==> src/rtl/mem_arbiter_pkg.sv <==
// Shared types and defaults for the instruction/data RAM arbiter.
package mem_arbiter_pkg;

   localparam int unsigned ADDR_W_DEF = 10;
   localparam int unsigned DATA_W_DEF = 32;

   typedef enum logic [1:0] {
      OWN_NONE = 2'd0,
      OWN_IF   = 2'd1,
      OWN_MEM  = 2'd2
   } rd_owner_e;

   typedef enum logic [1:0] {
      OP_NOP = 2'd0,
      OP_LD  = 2'd1,
      OP_SD  = 2'd2
   } mem_op_e;

   function automatic mem_op_e decode_op(input logic req, input logic we);
      if (!req)   return OP_NOP;
      else if (we) return OP_SD;
      else        return OP_LD;
   endfunction

endpackage

==> src/rtl/mem_arbiter_if.sv <==
// Request/response bus between the fetch and data ports, the arbiter and the RAM.
interface mem_arbiter_if
   import mem_arbiter_pkg::*;
#(
   parameter int unsigned ADDR_W = ADDR_W_DEF,
   parameter int unsigned DATA_W = DATA_W_DEF
);
   logic              if_req;
   logic [63:0]       if_addr;
   logic              if_gnt;
   logic              if_rvalid;
   logic [DATA_W-1:0] if_rdata;

   logic              mem_req;
   logic              mem_we;
   logic [63:0]       mem_addr;
   logic [DATA_W-1:0] mem_wdata;
   logic              mem_gnt;
   logic              mem_rvalid;
   logic [DATA_W-1:0] mem_rdata;
   logic              mem_misalign;

   logic              ram_en;
   logic              ram_we;
   logic [ADDR_W-1:0] ram_addr;
   logic [DATA_W-1:0] ram_wdata;
   logic [DATA_W-1:0] ram_rdata;

   logic              stall_if;
   logic              stall_mem;

   modport slave (
      input  if_req, if_addr, mem_req, mem_we, mem_addr, mem_wdata, ram_rdata,
      output if_gnt, if_rvalid, if_rdata, mem_gnt, mem_rvalid, mem_rdata,
             mem_misalign, ram_en, ram_we, ram_addr, ram_wdata, stall_if, stall_mem
   );

   modport master (
      output if_req, if_addr, mem_req, mem_we, mem_addr, mem_wdata, ram_rdata,
      input  if_gnt, if_rvalid, if_rdata, mem_gnt, mem_rvalid, mem_rdata,
             mem_misalign, ram_en, ram_we, ram_addr, ram_wdata, stall_if, stall_mem
   );

endinterface

==> src/rtl/mem_arbiter_starve_counter.sv <==
// Counts consecutive data grants that held off a pending fetch; flags when fetch must win.
module arb_starve_counter #(
   parameter int unsigned LIMIT = 4
)(
   input  logic clk,
   input  logic rst_n,
   input  logic i_if_req,
   input  logic i_if_gnt,
   input  logic i_mem_gnt,
   output logic o_at_limit
);
   localparam int unsigned CW = (LIMIT < 1) ? 1 : $clog2(LIMIT + 1);
   localparam logic [CW-1:0] LIMIT_C = CW'(LIMIT);

   logic [CW-1:0] r_cnt;

   always_ff @(posedge clk or negedge rst_n) begin
      if (!rst_n) begin
         r_cnt <= '0;
      end else if (i_if_gnt || !i_if_req) begin
         r_cnt <= '0;
      end else if (i_mem_gnt && (r_cnt != LIMIT_C)) begin
         r_cnt <= r_cnt + 1'b1;
      end
   end

   assign o_at_limit = (r_cnt == LIMIT_C);

endmodule

==> src/rtl/mem_arbiter.sv <==
// Single-port RAM arbiter: data accesses win over fetch unless fetch has been starved too long.
module mem_arbiter
   import mem_arbiter_pkg::*;
#(
   parameter int unsigned ADDR_W       = ADDR_W_DEF,
   parameter int unsigned DATA_W       = DATA_W_DEF,
   parameter int unsigned STARVE_LIMIT = 4
)(
   input  logic          clock,
   input  logic          reset_n,
   mem_arbiter_if.slave  bus
);
   mem_op_e           w_mem_op;
   logic              w_at_limit;
   logic              w_if_wins;
   logic              w_if_gnt;
   logic              w_mem_gnt;
   logic              w_mem_store;
   logic              w_mem_load;
   logic [ADDR_W-1:0] w_addr;
   logic [ADDR_W-1:0] r_last_addr;
   logic [DATA_W-1:0] r_last_wdata;
   rd_owner_e         r_rd_owner;
   rd_owner_e         w_rd_owner_nxt;
   logic              w_unused_addr_bits;

   arb_starve_counter #(.LIMIT(STARVE_LIMIT)) u_starve (
      .clk        (clock),
      .rst_n      (reset_n),
      .i_if_req   (bus.if_req),
      .i_if_gnt   (w_if_gnt),
      .i_mem_gnt  (w_mem_gnt),
      .o_at_limit (w_at_limit)
   );

   // Grants are gated by reset_n so a request in the reset cycle cannot load rd_owner.
   always_comb begin
      w_mem_op    = decode_op(bus.mem_req, bus.mem_we);
      w_if_wins   = bus.if_req && (w_at_limit || (w_mem_op == OP_NOP));
      w_if_gnt    = reset_n && w_if_wins;
      w_mem_gnt   = reset_n && !w_if_wins && (w_mem_op != OP_NOP);
      w_mem_store = w_mem_gnt && (w_mem_op == OP_SD);
      w_mem_load  = w_mem_gnt && (w_mem_op == OP_LD);
      w_addr      = w_if_gnt ? bus.if_addr[ADDR_W+1:2] : bus.mem_addr[ADDR_W+1:2];
   end

   always_comb begin
      w_rd_owner_nxt = OWN_NONE;
      if (w_if_gnt)        w_rd_owner_nxt = OWN_IF;
      else if (w_mem_load) w_rd_owner_nxt = OWN_MEM;
   end

   always_ff @(posedge clock or negedge reset_n) begin
      if (!reset_n) r_rd_owner <= OWN_NONE;
      else          r_rd_owner <= w_rd_owner_nxt;
   end

   always_ff @(posedge clock or negedge reset_n) begin
      if (!reset_n) begin
         r_last_addr  <= '0;
         r_last_wdata <= '0;
      end else begin
         if (w_if_gnt || w_mem_gnt) r_last_addr  <= w_addr;
         if (w_mem_store)           r_last_wdata <= bus.mem_wdata;
      end
   end

   assign bus.if_gnt       = w_if_gnt;
   assign bus.mem_gnt      = w_mem_gnt;
   assign bus.ram_en       = w_if_gnt || w_mem_gnt;
   assign bus.ram_we       = w_mem_store;
   assign bus.ram_addr     = (w_if_gnt || w_mem_gnt) ? w_addr : r_last_addr;
   assign bus.ram_wdata    = w_mem_store ? bus.mem_wdata : r_last_wdata;
   assign bus.if_rvalid    = (r_rd_owner == OWN_IF);
   assign bus.mem_rvalid   = (r_rd_owner == OWN_MEM);
   assign bus.if_rdata     = reset_n ? bus.ram_rdata : '0;
   assign bus.mem_rdata    = reset_n ? bus.ram_rdata : '0;
   assign bus.stall_if     = bus.if_req && !w_if_gnt;
   assign bus.stall_mem    = bus.mem_req && !w_mem_gnt;
   assign bus.mem_misalign = w_mem_gnt && (bus.mem_addr[1:0] != 2'b00);

   assign w_unused_addr_bits = ^{bus.if_addr[63:ADDR_W+2], bus.if_addr[1:0],
                                 bus.mem_addr[63:ADDR_W+2]};

endmodule

==> src/flat_wrapper.sv <==
// flat-port wrapper written by rule: the top's interface ports become plain ports
module mem_arbiter_flat import mem_arbiter_pkg::*;
#(
   parameter int unsigned ADDR_W       = ADDR_W_DEF,
   parameter int unsigned DATA_W       = DATA_W_DEF,
   parameter int unsigned STARVE_LIMIT = 4
)
  (clock, reset_n, bus_if_req, bus_if_addr, bus_mem_req, bus_mem_we, bus_mem_addr, bus_mem_wdata, bus_ram_rdata, bus_if_gnt, bus_if_rvalid, bus_if_rdata, bus_mem_gnt, bus_mem_rvalid, bus_mem_rdata, bus_mem_misalign, bus_ram_en, bus_ram_we, bus_ram_addr, bus_ram_wdata, bus_stall_if, bus_stall_mem);
  mem_arbiter_if #(.ADDR_W(ADDR_W), .DATA_W(DATA_W)) bus_i ();
  input  logic clock;
  input  logic reset_n;
  input wire logic [$bits(bus_i.if_req)-1:0] bus_if_req;
  input wire logic [$bits(bus_i.if_addr)-1:0] bus_if_addr;
  input wire logic [$bits(bus_i.mem_req)-1:0] bus_mem_req;
  input wire logic [$bits(bus_i.mem_we)-1:0] bus_mem_we;
  input wire logic [$bits(bus_i.mem_addr)-1:0] bus_mem_addr;
  input wire logic [$bits(bus_i.mem_wdata)-1:0] bus_mem_wdata;
  input wire logic [$bits(bus_i.ram_rdata)-1:0] bus_ram_rdata;
  output wire logic [$bits(bus_i.if_gnt)-1:0] bus_if_gnt;
  output wire logic [$bits(bus_i.if_rvalid)-1:0] bus_if_rvalid;
  output wire logic [$bits(bus_i.if_rdata)-1:0] bus_if_rdata;
  output wire logic [$bits(bus_i.mem_gnt)-1:0] bus_mem_gnt;
  output wire logic [$bits(bus_i.mem_rvalid)-1:0] bus_mem_rvalid;
  output wire logic [$bits(bus_i.mem_rdata)-1:0] bus_mem_rdata;
  output wire logic [$bits(bus_i.mem_misalign)-1:0] bus_mem_misalign;
  output wire logic [$bits(bus_i.ram_en)-1:0] bus_ram_en;
  output wire logic [$bits(bus_i.ram_we)-1:0] bus_ram_we;
  output wire logic [$bits(bus_i.ram_addr)-1:0] bus_ram_addr;
  output wire logic [$bits(bus_i.ram_wdata)-1:0] bus_ram_wdata;
  output wire logic [$bits(bus_i.stall_if)-1:0] bus_stall_if;
  output wire logic [$bits(bus_i.stall_mem)-1:0] bus_stall_mem;
  assign bus_i.if_req = bus_if_req;
  assign bus_i.if_addr = bus_if_addr;
  assign bus_i.mem_req = bus_mem_req;
  assign bus_i.mem_we = bus_mem_we;
  assign bus_i.mem_addr = bus_mem_addr;
  assign bus_i.mem_wdata = bus_mem_wdata;
  assign bus_i.ram_rdata = bus_ram_rdata;
  assign bus_if_gnt = bus_i.if_gnt;
  assign bus_if_rvalid = bus_i.if_rvalid;
  assign bus_if_rdata = bus_i.if_rdata;
  assign bus_mem_gnt = bus_i.mem_gnt;
  assign bus_mem_rvalid = bus_i.mem_rvalid;
  assign bus_mem_rdata = bus_i.mem_rdata;
  assign bus_mem_misalign = bus_i.mem_misalign;
  assign bus_ram_en = bus_i.ram_en;
  assign bus_ram_we = bus_i.ram_we;
  assign bus_ram_addr = bus_i.ram_addr;
  assign bus_ram_wdata = bus_i.ram_wdata;
  assign bus_stall_if = bus_i.stall_if;
  assign bus_stall_mem = bus_i.stall_mem;
  mem_arbiter #(.ADDR_W(ADDR_W), .DATA_W(DATA_W), .STARVE_LIMIT(STARVE_LIMIT)) u_core (.clock(clock), .reset_n(reset_n), .bus(bus_i));
endmodule
==> config.mk <==
export PLATFORM = sky130hd
export DESIGN_NAME = mem_arbiter_flat
export DESIGN_NICKNAME = d
export VERILOG_FILES = /design/src/rtl/mem_arbiter_pkg.sv /design/src/rtl/mem_arbiter_if.sv /design/src/rtl/mem_arbiter_starve_counter.sv /design/src/rtl/mem_arbiter.sv /design/src/flat_wrapper.sv
export SDC_FILE = /design/constraint.sdc
export NUM_CORES = 1
export LEC_CHECK = 0
export CORE_AREA = 4 4 119 121
export CTS_BUF_LIST = sky130_fd_sc_hd__clkbuf_8 sky130_fd_sc_hd__clkbuf_16
export DETAILED_ROUTE_END_ITERATION = 7
export DIE_AREA = 0 0 123 125
export PLACE_DENSITY = 0.69
export RECOVER_POWER = 50
export SETUP_SLACK_MARGIN = 0.5
export SLEW_MARGIN = 30
export SYNTH_ARGS = -nofsm -noshare
export SYNTH_HDL_FRONTEND = slang
export SYNTH_SLANG_ARGS = --single-unit
==> constraint.sdc <==
create_clock -name clock -period 2.25 [get_ports clock]
set_input_delay 0.45 -clock clock [delete_from_list [all_inputs] [get_ports clock]]
set_output_delay 0.45 -clock clock [all_outputs]
set_load 0.01 [all_outputs]
==> run_results.csv <==
group,metric,value,unit
yosys,yosys_most_used_dff,"dfrtp_1",
worst_setup_path,worstPathMaxFanout,6,
power_and_ir_drop,power_density,601,nW/µm²
clock_network,cts_num_sinks,47,
sta,fin_ws,-125,ps
power_and_ir_drop,peakVddDrop,0.291,mV
hold_path,hold_class,"in -> async",
clock_network,cts_buffers,5,
sta,worst_pin_slew,325,ps
yosys,synth_cell_types,29,
placement,gp_congestion,0.810,
sta,fin_crit_sh,1.06,
status,violations,"negative setup slack",
global_route,grt_pass1_vias,2836,
yosys,synthesis.nets,412,
detailed_routing,drc_errors,0,
placement,pre_cts_slack,-684,ps
layout,syn_to_final_growth,98.3,%
placement,dp_hpwl,8.89,mm
worst_setup_path,critPathKind,"reg -> out",
layout,drive_gt1_frac,0.521,
layout,num-fill-cells,1284,
power_and_ir_drop,p_total,3.08,mW
global_route,grt_max_degree,44,
worst_setup_path,arrival,1920,ps
worst_setup_path,critPathLaunchType,"flop",
layout,nets,628,
clock_network,cts_tree,"built",
placement,portBuffers,205,
layout,antenna_cells,0,
power_and_ir_drop,p_leak,2.39,nW
sta,fin_worst_skew,3.99,ps
detailed_routing,viasPerCell,4.04,
yosys,synth_seq_cells,47,
yosys,synth_edf_count,0,
status,status,"finished, violations left",
global_route,grt_pass1_wl,16.9,mm
global_route,grt_usage,0.145,
floorplanning,die_w,123,µm
floorplanning,dieArea,15400,µm²
placement,placed_cells,570,
detailed_routing,dr.pass1.iters,4,
floorplanning,ios,312,
layout,fin_cells,606,
global_route,grt_overflow_total,0,
yosys,seq_area_frac_synth,0.455,
run,maxCapViolCount,0,
detailed_routing,drt_iter0_drc,68,
worst_setup_path,worst_ep_required_time,1800,ps
sta,relSlewSlack,0.782,
sta,rsz0062_at_grt,"true",
floorplanning,core-area,13100,µm²
global_route,antenna_found_initial,1,
detailed_routing,post_drt_wl_per_cell,18.8,µm
worst_setup_path,crit_path_end_kind,"output port",
yosys,synth_top_cell_area_share,0.455,
sta,layout_min_cycle_time,2370,ps
detailed_routing,vias,2449,
yosys,synth_area,2580,µm²
yosys,synth_area_leaders,"dfrtp_1 (46%), mux2_4 (17%), buf_4 (9.3%)",
yosys,ys_top_cells_by_count,"dfrtp_1 (47), and2_1 (34), buf_4 (32)",
detailed_routing,routed_wl,11.4,mm
detailed_routing,antenna_left,0,
clock_network,clockBufferDepth,2,
clock_network,insertion_delay,290,ps
sta,slew_violations,0,
clock_network,htree_levels,2,
yosys,async_flop_share,1.00,
clock_network,clk_pin_slew,70,ps
yosys,yosysTopAreaCell,"dfrtp_1",
floorplanning,dieHeight,125,µm
sta,fmax,0.421,GHz
yosys,synth.avg_cell_area,12.1,µm²
floorplanning,initial_core_util,0.197,
clock_network,cts_root_buffer,"clkbuf_16",
sta,hold_viol,0,
floorplanning,num_rows,42,
yosys,synth_most_common_cell,"dfrtp_1",
sta,setup_viol,38,
yosys,synth_warnings,0,
yosys,synthCells,213,
==> repair_timing <==
item                       in CTS  in global routing
pin swaps                      12                  5
cloned                          4                  1
gates resized for setup       481                 48
hold buffers                    0                  0
setup buffers                  18                  5
setup endpoints to repair     153                 88
==> registers in the layout, indices dropped and copies added, names as in the netlist <==
name	count
u_core.u_starve.r_cnt	3
u_core.r_last_addr	10
u_core.r_rd_owner	2
u_core.r_last_wdata	32
==> layout by cell type (no fill, tap or decap), types with 2 or more instances in the layout <==
master | synthesis | routed
dfrtp_1 | 47 | 47
or3_4 | 0 | 2
nor3b_1 | 8 | 4
mux2_4 | 29 | 32
clkbuf_1 | 5 | 4
nor2b_1 | 11 | 11
and2_1 | 34 | 24
buf_2 | 3 | 47
a21boi_0 | 2 | 2
inv_2 | 0 | 2
clkdlybuf4s50_1 | 0 | 81
nor2_1 | 3 | 2
and2_4 | 0 | 10
nand2b_1 | 2 | 2
clkdlybuf4s15_2 | 0 | 14
dlygate4sd2_1 | 0 | 13
clkbuf_2 | 0 | 9
a311o_1 | 8 | 8
nand3_4 | 0 | 2
buf_6 | 4 | 47
buf_12 | 0 | 6
or2_4 | 0 | 2
nor3b_2 | 0 | 4
buf_16 | 0 | 2
buf_4 | 32 | 26
clkbuf_4 | 0 | 2
clkbuf_16 | 0 | 6
==> cells by family (layout without fill, tap and decap cells) <==
kind of cell             count (synthesis)  in the layout  share of synthesized area
flip-flops                              47             47                      0.455
buffers and inverters                   48            264                      0.129
XOR/XNOR                                 1              1                    0.00339
AO/OA/AOI/OAI                           16             16                     0.0567
multiplexers                            32             32                      0.182
AND/OR/NAND/NOR                         67             68                      0.164
adder cells (fa/ha/maj)                  2              2                    0.00968
==> power breakdown <==
| group | internal, mW | switching (mW) | total [mW] |
|---|---|---|---|
| logic | 0.744 | 0.459 | 1.20 |
| clock network | 0.524 | 0.328 | 0.852 |
| registers | 0.982 | 0.0415 | 1.02 |
| total | 2.25 | 0.829 | 3.08 |
==> area by class of cell <==
class / count / area (µm²) / share of cell area
multi-input combinational: 119 / 1220 / 0.239
inverter: 4 / 17.5 / 0.00342
sequential: 47 / 1180 / 0.230
clock buffer: 5 / 125 / 0.0244
clock inverter: 3 / 43.8 / 0.00855
tap: 176 / 220 / 0.0430
timing repair buffer: 252 / 2320 / 0.452
==> per-layer routing <==
metal  track usage  up-vias  share of wire
met2         0.243      150           0.48
li1              -     1120              -
met5             0        -         0.0011
met4        0.0274        2         0.0063
met1         0.170     1170           0.39
met3        0.0655        7           0.12
==> per-stage QoR <==
stage	setup TNS (ps)	utilization	instance area, µm²	hold slack, ps
final	-3900	0.392	5120	154
after global routing	-6370	0.392	5120	157
after CTS	-4540	0.397	5190	120
after detailed placement	-30410	0.361	4730	394
after global placement	-26290	0.361	4730	389
after floorplan	0	-	2620	154
==> worst paths after layout <==
| kind | start | end | slack (ps) | cells after the start |
|---|---|---|---|---|
| max | u_core.u_starve.r_cnt[0] | bus_ram_wdata[19] | -120 | 8 |
| min | reset_n | u_core.r_last_addr[4] | 150 | 2 |
| max reg2reg | u_core.u_starve.r_cnt[0] | u_core.r_last_wdata[27] | 510 | 8 |
| min reg2reg | u_core.r_last_wdata[25] | u_core.r_last_wdata[25] | 500 | 1 |
| max in group asynchronous | reset_n | u_core.r_last_wdata[25] | 1580 | 3 |
| min in group clock | u_core.r_last_wdata[25] | u_core.r_last_wdata[25] | 500 | 1 |
==> critical path, cell delays in order, from the launching register on <==
cell and delay, ps:
dfrtp_1 370, inv_2 60, ha_4 180, nand3_4 80, and4_4 240, buf_6 140
buf_12 130, mux2_4 320, buf_6 120
(Power assumes the default switching activity.)
